[config.mk]
export PLATFORM = sky130hd
export DESIGN_NAME = matmul_job_arbiter_flat
export DESIGN_NICKNAME = d
export VERILOG_FILES = /design/src/rtl/matmul_job_arbiter_if.sv /design/src/rtl/matmul_job_arbiter.sv /design/src/flat_wrapper.sv
export SDC_FILE = /design/constraint.sdc
export NUM_CORES = 1
export LEC_CHECK = 0
export ABC_AREA = 1
export ABC_CLOCK_PERIOD_IN_PS = 4100
export CAP_MARGIN = 30
export CORE_ASPECT_RATIO = 1.4
export CORE_MARGIN = 2
export CORE_UTILIZATION = 60
export DETAILED_ROUTE_END_ITERATION = 6
export DONT_BUFFER_PORTS = 1
export MAX_ROUTING_LAYER = met4
export PLACE_DENSITY = 0.81
export SLEW_MARGIN = 40
export SYNTH_ARGS = -nofsm -noshare
export SYNTH_HDL_FRONTEND = slang
export SYNTH_SLANG_ARGS = --single-unit
[constraint.sdc]
create_clock -name clk -period 4.1 [get_ports clk]
set_input_delay 0.41 -clock clk [delete_from_list [all_inputs] [get_ports clk]]
set_output_delay 0.41 -clock clk [all_outputs]
set_load 0.05 [all_outputs]
[src/rtl/matmul_job_arbiter_if.sv]
// Requester + engine handshake bundle for the matmul job arbiter.
// Purely combinational wiring; no latency of its own.
// Requesters hold req until their done pulse; the engine signals completion with eng_done.
interface matmul_job_arbiter_if #(
  parameter int NUM_REQ = 2,
  parameter int MB      = 4,
  parameter int KB      = 4,
  parameter int NB      = 4,
  parameter int CW      = 16
);
  logic [NUM_REQ-1:0]          req;
  logic [NUM_REQ*(MB+1)-1:0]   req_m;
  logic [NUM_REQ*(KB+1)-1:0]   req_k;
  logic [NUM_REQ*(NB+1)-1:0]   req_n;
  logic [NUM_REQ-1:0]          gnt;
  logic [NUM_REQ-1:0]          req_done;
  logic [NUM_REQ-1:0]          req_err;
  logic                        eng_start;
  logic                        eng_done;
  logic [MB:0]                 eng_m;
  logic [KB:0]                 eng_k;
  logic [NB:0]                 eng_n;
  logic                        eng_abort;
  logic                        busy;
  logic [CW-1:0]               job_cycles;

  // Requesters and the engine together form the master side.
  modport master (
    output req, req_m, req_k, req_n, eng_done,
    input  gnt, req_done, req_err, eng_start, eng_m, eng_k, eng_n,
           eng_abort, busy, job_cycles
  );

  // The arbiter answers requests and drives the engine controls.
  modport slave (
    input  req, req_m, req_k, req_n, eng_done,
    output gnt, req_done, req_err, eng_start, eng_m, eng_k, eng_n,
           eng_abort, busy, job_cycles
  );
endinterface

[src/rtl/matmul_job_arbiter.sv]
// Round-robin sharing of one matmul engine between NUM_REQ requesters, with dim check and watchdog.
// Latency: grant 1 cycle after req, start 1 cycle after grant, done pulse 1 cycle after eng_done.
// Requesters wait (req held) while another job owns the engine; all outputs registered.
module matmul_job_arbiter #(
  parameter int NUM_REQ = 2,
  parameter int MAX_M   = 16,
  parameter int MAX_K   = 16,
  parameter int MAX_N   = 16,
  parameter int MB      = $clog2(MAX_M),
  parameter int KB      = $clog2(MAX_K),
  parameter int NB      = $clog2(MAX_N),
  parameter int TIMEOUT = 65535,
  parameter int CW      = 16
) (
  input  logic                 clk,
  input  logic                 rst_n,
  matmul_job_arbiter_if.slave  bus
);

  localparam int PW = (NUM_REQ > 1) ? $clog2(NUM_REQ) : 1;
  localparam logic [MB:0]   M_LIM   = (MB+1)'(MAX_M);
  localparam logic [KB:0]   K_LIM   = (KB+1)'(MAX_K);
  localparam logic [NB:0]   N_LIM   = (NB+1)'(MAX_N);
  localparam logic [CW-1:0] TO_LAST = CW'(TIMEOUT - 1);

  typedef enum logic [1:0] {IDLE, LAUNCH, BUSY, RESP} state_t;

  state_t             state, state_nxt;
  logic [PW-1:0]      rr_ptr, rr_ptr_nxt, owner, owner_nxt;
  logic [NUM_REQ-1:0] gnt_q, gnt_nxt, done_q, done_nxt, err_q, err_nxt;
  logic               start_q, start_nxt, abort_q, abort_nxt, busy_q, busy_nxt;
  logic [MB:0]        m_q, m_nxt;
  logic [KB:0]        k_q, k_nxt;
  logic [NB:0]        n_q, n_nxt;
  logic [CW-1:0]      cnt, cnt_nxt, jc_q, jc_nxt;

  logic [MB:0]        m_arr [NUM_REQ];
  logic [KB:0]        k_arr [NUM_REQ];
  logic [NB:0]        n_arr [NUM_REQ];
  logic               found, dims_ok;
  logic [PW-1:0]      win, idx;

  for (genvar g = 0; g < NUM_REQ; g++) begin : g_unpack
    assign m_arr[g] = bus.req_m[g*(MB+1) +: MB+1];
    assign k_arr[g] = bus.req_k[g*(KB+1) +: KB+1];
    assign n_arr[g] = bus.req_n[g*(NB+1) +: NB+1];
  end

  // Pointer that follows requester w in the rotation.
  function automatic logic [PW-1:0] ptr_after(input logic [PW-1:0] w);
    return (int'(w) == NUM_REQ - 1) ? '0 : w + 1'b1;
  endfunction

  // Round-robin pick: first requester at or after rr_ptr, wrapping.
  always_comb begin
    found = 1'b0;
    win   = '0;
    idx   = '0;
    for (int i = 0; i < NUM_REQ; i++) begin
      idx = PW'((int'(rr_ptr) + i) % NUM_REQ);
      if (!found && bus.req[idx]) begin
        found = 1'b1;
        win   = idx;
      end
    end
  end

  // Winner's dimensions must lie in 1..MAX for the engine to accept them.
  always_comb begin
    dims_ok = (m_arr[win] != '0) && (m_arr[win] <= M_LIM) &&
              (k_arr[win] != '0) && (k_arr[win] <= K_LIM) &&
              (n_arr[win] != '0) && (n_arr[win] <= N_LIM);
  end

  // Next-state and next-output logic; pulses default low, everything else holds.
  always_comb begin
    state_nxt  = state;
    rr_ptr_nxt = rr_ptr;
    owner_nxt  = owner;
    gnt_nxt    = gnt_q;
    done_nxt   = '0;
    err_nxt    = '0;
    start_nxt  = 1'b0;
    abort_nxt  = 1'b0;
    m_nxt      = m_q;
    k_nxt      = k_q;
    n_nxt      = n_q;
    cnt_nxt    = cnt;
    jc_nxt     = jc_q;
    case (state)
      IDLE: begin
        if (found) begin
          owner_nxt = win;
          if (dims_ok) begin
            m_nxt     = m_arr[win];
            k_nxt     = k_arr[win];
            n_nxt     = n_arr[win];
            gnt_nxt   = NUM_REQ'(1) << win;
            state_nxt = LAUNCH;
          end else begin
            // Bad job is answered directly; the engine never sees it.
            done_nxt[win] = 1'b1;
            err_nxt[win]  = 1'b1;
            rr_ptr_nxt    = ptr_after(win);
            state_nxt     = RESP;
          end
        end
      end
      LAUNCH: begin
        start_nxt = 1'b1;
        cnt_nxt   = '0;
        state_nxt = BUSY;
      end
      BUSY: begin
        cnt_nxt = (cnt == '1) ? cnt : cnt + 1'b1;
        // Done takes priority over a watchdog expiring in the same cycle.
        if (bus.eng_done) begin
          jc_nxt          = cnt + 1'b1;
          done_nxt[owner] = 1'b1;
          gnt_nxt         = '0;
          rr_ptr_nxt      = ptr_after(owner);
          state_nxt       = RESP;
        end else if (cnt == TO_LAST) begin
          abort_nxt       = 1'b1;
          done_nxt[owner] = 1'b1;
          err_nxt[owner]  = 1'b1;
          gnt_nxt         = '0;
          rr_ptr_nxt      = ptr_after(owner);
          state_nxt       = RESP;
        end
      end
      RESP:    state_nxt = IDLE;
      default: state_nxt = IDLE;
    endcase
    busy_nxt = (state_nxt != IDLE);
  end

  // State and registered outputs, cleared asynchronously.
  always_ff @(posedge clk or negedge rst_n) begin
    if (!rst_n) begin
      state   <= IDLE;
      rr_ptr  <= '0;
      owner   <= '0;
      gnt_q   <= '0;
      done_q  <= '0;
      err_q   <= '0;
      start_q <= 1'b0;
      abort_q <= 1'b0;
      busy_q  <= 1'b0;
      m_q     <= '0;
      k_q     <= '0;
      n_q     <= '0;
      cnt     <= '0;
      jc_q    <= '0;
    end else begin
      state   <= state_nxt;
      rr_ptr  <= rr_ptr_nxt;
      owner   <= owner_nxt;
      gnt_q   <= gnt_nxt;
      done_q  <= done_nxt;
      err_q   <= err_nxt;
      start_q <= start_nxt;
      abort_q <= abort_nxt;
      busy_q  <= busy_nxt;
      m_q     <= m_nxt;
      k_q     <= k_nxt;
      n_q     <= n_nxt;
      cnt     <= cnt_nxt;
      jc_q    <= jc_nxt;
    end
  end

  assign bus.gnt        = gnt_q;
  assign bus.req_done   = done_q;
  assign bus.req_err    = err_q;
  assign bus.eng_start  = start_q;
  assign bus.eng_abort  = abort_q;
  assign bus.eng_m      = m_q;
  assign bus.eng_k      = k_q;
  assign bus.eng_n      = n_q;
  assign bus.busy       = busy_q;
  assign bus.job_cycles = jc_q;

endmodule

[src/flat_wrapper.sv]
// flat-port wrapper written by rule: the top's interface ports become plain ports
module matmul_job_arbiter_flat 
#(
  parameter int NUM_REQ = 2,
  parameter int MAX_M   = 16,
  parameter int MAX_K   = 16,
  parameter int MAX_N   = 16,
  parameter int MB      = $clog2(MAX_M),
  parameter int KB      = $clog2(MAX_K),
  parameter int NB      = $clog2(MAX_N),
  parameter int TIMEOUT = 65535,
  parameter int CW      = 16
)
  (clk, rst_n, bus_req, bus_req_m, bus_req_k, bus_req_n, bus_eng_done, bus_gnt, bus_req_done, bus_req_err, bus_eng_start, bus_eng_m, bus_eng_k, bus_eng_n, bus_eng_abort, bus_busy, bus_job_cycles);
  matmul_job_arbiter_if #(.NUM_REQ(NUM_REQ), .MB(MB), .KB(KB), .NB(NB), .CW(CW)) bus_i ();
  input  logic clk;
  input  logic rst_n;
  input wire logic [$bits(bus_i.req)-1:0] bus_req;
  input wire logic [$bits(bus_i.req_m)-1:0] bus_req_m;
  input wire logic [$bits(bus_i.req_k)-1:0] bus_req_k;
  input wire logic [$bits(bus_i.req_n)-1:0] bus_req_n;
  input wire logic [$bits(bus_i.eng_done)-1:0] bus_eng_done;
  output wire logic [$bits(bus_i.gnt)-1:0] bus_gnt;
  output wire logic [$bits(bus_i.req_done)-1:0] bus_req_done;
  output wire logic [$bits(bus_i.req_err)-1:0] bus_req_err;
  output wire logic [$bits(bus_i.eng_start)-1:0] bus_eng_start;
  output wire logic [$bits(bus_i.eng_m)-1:0] bus_eng_m;
  output wire logic [$bits(bus_i.eng_k)-1:0] bus_eng_k;
  output wire logic [$bits(bus_i.eng_n)-1:0] bus_eng_n;
  output wire logic [$bits(bus_i.eng_abort)-1:0] bus_eng_abort;
  output wire logic [$bits(bus_i.busy)-1:0] bus_busy;
  output wire logic [$bits(bus_i.job_cycles)-1:0] bus_job_cycles;
  assign bus_i.req = bus_req;
  assign bus_i.req_m = bus_req_m;
  assign bus_i.req_k = bus_req_k;
  assign bus_i.req_n = bus_req_n;
  assign bus_i.eng_done = bus_eng_done;
  assign bus_gnt = bus_i.gnt;
  assign bus_req_done = bus_i.req_done;
  assign bus_req_err = bus_i.req_err;
  assign bus_eng_start = bus_i.eng_start;
  assign bus_eng_m = bus_i.eng_m;
  assign bus_eng_k = bus_i.eng_k;
  assign bus_eng_n = bus_i.eng_n;
  assign bus_eng_abort = bus_i.eng_abort;
  assign bus_busy = bus_i.busy;
  assign bus_job_cycles = bus_i.job_cycles;
  matmul_job_arbiter #(.NUM_REQ(NUM_REQ), .MAX_M(MAX_M), .MAX_K(MAX_K), .MAX_N(MAX_N), .MB(MB), .KB(KB), .NB(NB), .TIMEOUT(TIMEOUT), .CW(CW)) u_core (.clk(clk), .rst_n(rst_n), .bus(bus_i));
endmodule
## Yosys cells after proc, flatten, opt, wreduce, memory -nomap -nowiden

Cells that the tools add are included.

| word-level totals | value |
|---|---|
| bits in registers | 60 |
| latch bits | 0 |
| memory bits (writable) | 0 |
| ROM bits | 0 |
| bits of input ports | 35 |
| output and inout bits | 40 |
| word-level logic and storage cells | 113 |
| memories kept | 0 |

| cells by class | value |
|---|---|
| $add $sub $neg | 4 |
| multiply operators | 0 |
| div/mod/pow operators | 0 |
| order comparisons | 10 |
| eq/ne operators | 10 |
| shift operators | 1 |
| multiplexer cells | 51 |
| bitwise operators | 1 |
| reduce and logical (&&, ||, !) cells | 22 |

Operator list:

| cell | number |
|---|---|
| $mux 5 | 9 |
| $eq 16x16->1 const B | 2 |
| $pmux 16 s2 | 1 |
| $mux 2 | 13 |
| $mux 1 | 20 |
| $add 16x1->16 const B | 1 |
| $mux 16 | 1 |
| $le 5x5->1 const B | 3 |
| $reduce_bool 5->1 | 3 |
| $pmux 2 s2 | 3 |
| $logic_and 1x1->1 | 8 |
| $lt 1x2->1 const B | 4 |
| $pmux 2 s4 | 1 |
| $reduce_and 4->1 | 2 |
| $reduce_and 2->1 | 3 |
| $reduce_bool 2->1 | 3 |
| $eq 2x2->1 const B | 2 |
| $ne 2x1->1 const B | 2 |
| $ne 2x2->1 const B | 2 |
| $add 1x1->1 const B | 3 |
| $ne 3x2->1 const B | 1 |
| $reduce_and 3->1 | 1 |
| $demux 1 s1 | 2 |
| $eq 2x1->1 const B | 1 |
| 7 further kinds | 8 |

## Depth between registers and ports, before layout

| depth | value |
|---|---|
| depth in word-level cells | 20 |
| depth in mapped cells | 15 |
| mapped depth without buffers | 15 |

## Least setup slack after synthesis

Ideal clock, no wire load.

| timing path | value |
|---|---|
| path type | flip-flop to flip-flop |
| start | register u_core.cnt[0] |
| end | register u_core.cnt[2] |
| setup time | 121 ps |
| arrival time | 1,566 ps |
| required time | 3,979 ps |
| slack | 2,413 ps |
| cell stages (with the launch flop) | 11 |
| path buffers | 0 |
| clock period less this slack | 1,687 ps |
| path through | dfrtp_1 > ha_1 > nand3_1 > inv_1 > nand3_1 > inv_1 > nand2_1 > nand2_2 > nand2_1 > inv_2 > a22o_1 |

| between the ends | value |
|---|---|
| cells in the longest elaborated chain, start to end | 3 |
| elaborated cells between the ends (all ways) | 6 |
| those cells by class | add/sub: 1; eq/ne: 2; mux: 2; reduce/logical: 1 |

Ends and longest elaborated chain:

| what | line | source |
|---|---|---|
| start: declaration | matmul_job_arbiter.sv:35 | `logic [CW-1:0] cnt, cnt_nxt, jc_q, jc_nxt;` |
| start signal: assignment | matmul_job_arbiter.sv:168 | `cnt <= cnt_nxt;` |
| $add 16x1->16 or $eq 16x16->1 (tied branches) | matmul_job_arbiter.sv:115 | `cnt_nxt = (cnt == '1) ? cnt : cnt + 1'b1;` |
| $mux 16 or $ne 2x2->1 (tied branches) | - |  |
| $pmux 16 s2 or $reduce_and 2->1 (tied branches) | - |  |

Several ways; a longest one is shown, not always the timed one. The select of a mux whose other input is x is not followed.
A chain may end at the register's enable or synchronous reset.

## Worst setup path in the final report

| timing path | value |
|---|---|
| start | register u_core.rr_ptr |
| end | register u_core.k_q[0] (netlist: u_core.bus.eng_k[0]) |

| between the ends | value |
|---|---|
| cells in the longest elaborated chain, start to end | 17 |
| elaborated cells between the ends (all ways) | 33 |
| those cells by class | add/sub: 1; order compare: 3; mux: 17; bitwise: 1; reduce/logical: 11 |

Ends and longest elaborated chain:

| what | line | source |
|---|---|---|
| start: declaration | matmul_job_arbiter.sv:29 | `logic [PW-1:0] rr_ptr, rr_ptr_nxt, owner, owner_nxt;` |
| start signal: assignment | matmul_job_arbiter.sv:157 | `rr_ptr <= rr_ptr_nxt;` |
| $mux 1 (implied by the code) (2 in series) | matmul_job_arbiter.sv:61 | `if (!found && bus.req[idx]) begin` |
| $mux 1 | matmul_job_arbiter.sv:61 |  |
| $logic_not 1->1 | matmul_job_arbiter.sv:61 |  |
| $logic_and 1x1->1 | matmul_job_arbiter.sv:61 |  |
| $mux 1 | matmul_job_arbiter.sv:61 |  |
| $not 1->2 (implied by the code) | - |  |
| $mux 5 (implied by the code) (3 in series) | matmul_job_arbiter.sv:70 | `dims_ok = (m_arr[win] != '0) && (m_arr[win] <= M_LIM) &&` |
| $le 5x5->1 or $reduce_bool 5->1 (tied branches) | matmul_job_arbiter.sv:70 |  |
| $logic_and 1x1->1 (2 in series) | matmul_job_arbiter.sv:70 |  |
| $logic_and 1x1->1 (2 in series) | matmul_job_arbiter.sv:71 | `(k_arr[win] != '0) && (k_arr[win] <= K_LIM) &&` |
| $logic_and 1x1->1 | matmul_job_arbiter.sv:72 | `(n_arr[win] != '0) && (n_arr[win] <= N_LIM);` |
| $reduce_and 3->1 (no source line) | - |  |
| end signal: assignment | matmul_job_arbiter.sv:166 | `k_q <= k_nxt;` |
| end: declaration | matmul_job_arbiter.sv:33 | `logic [KB:0] k_q, k_nxt;` |

Several ways; a longest one is shown, not always the timed one. The select of a mux whose other input is x is not followed.

==> flow_summary_export.csv <==
group,metric,value,unit
cells_and_area,fin_nets,389,
global_routing,grt.overflow.total,0,
floorplan,die_w,63.6,um
placed_design,place_ws,1.91,ns
detailed_routing,ant_nets,0,
setup_path,crit_path_frequent_cell,"nand2_1",
hold_path,hold_path_class,"in -> reg",
status,status,"completed",
floorplan,chipHeight,87.5,um
timing,finalMaxSlewViolations,0,
cells_and_area,most-common-layout-cells,"96 x nand2_1, 60 x dfrtp_1, 36 x inv_1",
timing,finalClockSkew,0.00776,ns
pwr,total_power,2.46,mW
clock_network,cts_sinks,60,
floorplan,dieArea,5570,sq um
clock_network,cts-root-buf,"clkbuf_8",
timing,worst_slack,1.93,ns
clock_network,cts_setup_buffers,0,
setup_path,worst_setup_path_start_kind,"flip-flop",
synth,yosysUniqueCellTypes,28,
pwr,ir_drop,0.525,mV
timing,finalCritPeriodShare,52.8,%
global_routing,grt_max_degree,61,
setup_path,arrival,2.38,ns
synth,synth_fp_nets,385,
setup_path,timing.rr.start,"u_core.rr_ptr",
setup_path,endpoint_kind,"flip-flop",
floorplan,initial_core_util,62.2,%
setup_path,worst-path-max-fanout,30,
setup_path,worstPathCellList,"inv_2 > nand2_4 > nand2_4 > nand2_1 > nand2_1 > nor2_1 > nand2_1 > nand2_1 > nand2_1 > inv_2 > nand4_4 > nand2_1 > o21ai_2",
cells_and_area,layout-drive-gt1-share,17.9,%
cells_and_area,final_area,3240,sq um
global_routing,antenna_found_initial,0,
run,max_cap_viol_count,0,
timing,period_needed,2.17,ns
setup_path,critPathLaunch,"u_core.rr_ptr",
synth,syn_inst,348,
global_routing,first_global_vias,2244,
global_routing,grt_pass1_wl,9.84,mm
cells_and_area,register_area,1500,sq um
setup_path,rr_worst_depth,13,
clock_network,cts_made_buffers,9,
placed_design,place_congestion,0.872,
clock_network,clockBufferDepth,2,
timing,grt_setup_unrepaired,"false",
synth,syn_area,2990,sq um
cells_and_area,nFillCells,421,
placed_design,dpl_cell_area,2990,sq um
placed_design,hpwl,4.35,mm
setup_path,r2r-end,"u_core.bus.eng_k[0]",
placed_design,portBuffers,0,
placed_design,dp_cells,403,
cells_and_area,n_antenna_cell,0,
cells_and_area,fin_cells,421,
clock_network,clk_pin_slew_worst_paths,0.06,ns
timing,fin_setup_tns,0,ns
setup_path,cp_num_buf_inv,2,
detailed_routing,wl_per_cell,14.0,um
synth,syn-mean-instance-area,8.58,sq um
floorplan,placementRows,30,
setup_path,cp-endpoint,"u_core.bus.eng_k[0]",
pwr,p_per_area,759,nW/um^2
clock_network,clkLatencyLatePin,0.34,ns
floorplan,pin_count,75,
synth,synth_area_leader_cell,"dfrtp_1",
cells_and_area,syn2layout_area_growth,8.50,%
cells_and_area,mostFrequentLayoutCell,"nand2_1",
cells_and_area,multiInputGateArea,1250,sq um
setup_path,crit_type,"reg -> reg",
synth,synth-seq-cells,60,
timing,setup_viol,0,
synth,yosysTopAreaCellShare,50.3,%
synth,synthTopCellsByArea,"dfrtp_1 50%, nand2_1 12%, o21ai_2 5.0%",
timing,fmax,462,MHz
detailed_routing,drtPass1Iterations,6,
setup_path,cpMaxStageDelayCell,"nand4_4",
detailed_routing,vias,2248,
setup_path,crit_required,4.31,ns
synth,yosysSeqAreaShare,50.3,%
clock_network,tritoncts,"yes",
hold_path,min_path_cells,1,
synth,yosysWarnings,0,
global_routing,track_usage,23.9,%
floorplan,core,4800,sq um
timing,worst_pin_slew,0.738,ns
setup_path,max_stage_delay,0.43,ns
clock_network,cts_htree_levels,3,
timing,slew_headroom,50.7,%
timing,hold_viol,0,
detailed_routing,remaining_drc_errors,0,
setup_path,r2r_setup_slack,1.93,ns
detailed_routing,vias_per_cell,5.34,
pwr,p_leak,1.60,nW
detailed_routing,wl,5.89,mm
setup_path,crit_family,"simple AND/OR/NAND/NOR gates",
detailed_routing,drtIter0Drc,132,
setup_path,crit_cells,13,
==> routing by layer <==
layer	track usage (%)	part of all wire (%)	up-vias
li1	-	-	1109
met1	24.8	38	1061
met2	41.9	53	69
met3	7.76	6.7	9
met4	9.09	1.7	0
met5	-	0	-
==> kinds of logic (layout without fill, tap and decap cells) <==
| logic type | after synthesis | count (layout) | share of synthesized area [%] |
|---|---|---|---|
| AND/OR/NAND/NOR | 169 | 169 | 25.6 |
| adder cells (fa/ha/maj) | 2 | 2 | 0.838 |
| XOR/XNOR | 11 | 11 | 3.23 |
| flip-flops | 60 | 60 | 50.3 |
| AO/OA/AOI/OAI | 55 | 55 | 12.1 |
| buffers and inverters | 51 | 60 | 7.96 |
==> repair_timing <==
action / CTS / global route
hold endpoints to repair: 60 / 0
resized for setup: 0 / 0
hold buffers: 2 / 0
==> worst min-delay path by stage <==
stage / startpoint / endpoint
5_1_grt: bus_eng_done / u_core.bus.eng_abort
6_report: bus_eng_done / u_core.bus.eng_abort
2_1_floorplan: rst_n / u_core.bus.busy
3_3_place_gp: rst_n / u_core.bus.job_cycles[14]
4_1_cts: bus_eng_done / u_core.bus.eng_abort
3_5_place_dp: rst_n / u_core.bus.job_cycles[14]
==> sequential cells by signal, indices dropped and copies added, names as in the netlist, 2 cells and up <==
signal	flops
u_core.bus.eng_m	5
u_core.bus.eng_k	5
u_core.bus.req_done	2
u_core.bus.job_cycles	16
u_core.bus.eng_n	5
u_core.bus.req_err	2
u_core.bus.gnt	2
u_core.cnt	16
u_core.state	2
==> power by group <==
group	internal (mW)	switching, mW
clock network	0.355	0.225
logic	0.189	0.399
registers	0.743	0.547
==> per-stage QoR <==
step	hold slack [ns]	util, %
3_5_place_dp	0.116	62.2
5_1_grt	0.166	67.4
6_report	0.167	67.4
3_3_place_gp	0.116	62.2
2_1_floorplan	0.114	-
4_1_cts	0.156	67.4
==> layout make-up <==
| class | count | share of cell area [%] |
|---|---|---|
| well taps | 64 | 2.47 |
| repair buffers | 2 | 1.16 |
| clock inverters | 5 | 2.32 |
| inverters | 42 | 4.86 |
| flip-flops and latches | 60 | 46.3 |
| clock buffers | 11 | 4.36 |
| multi-input cells | 237 | 38.5 |
==> cell usage after synthesis <==
master	number
nand2_2	17
nor3_2	1
nand3b_1	1
buf_12	1
clkbuf_1	4
nand2_4	2
xnor2_1	2
nand4_1	2
a22o_1	1
inv_2	6
nand2_1	96
nor2_2	2
inv_1	36
o21ai_1	2
nor2_1	20
nand3_1	25
o22ai_1	6
ha_1	2
a21oi_4	1
buf_6	4
o21ai_2	17
dfrtp_1	60
a21oi_1	2
nand4_4	1
o21ai_0	26
or2_2	1
xor2_1	9
nor3_1	1
Power figures use the tool's default switching activity.
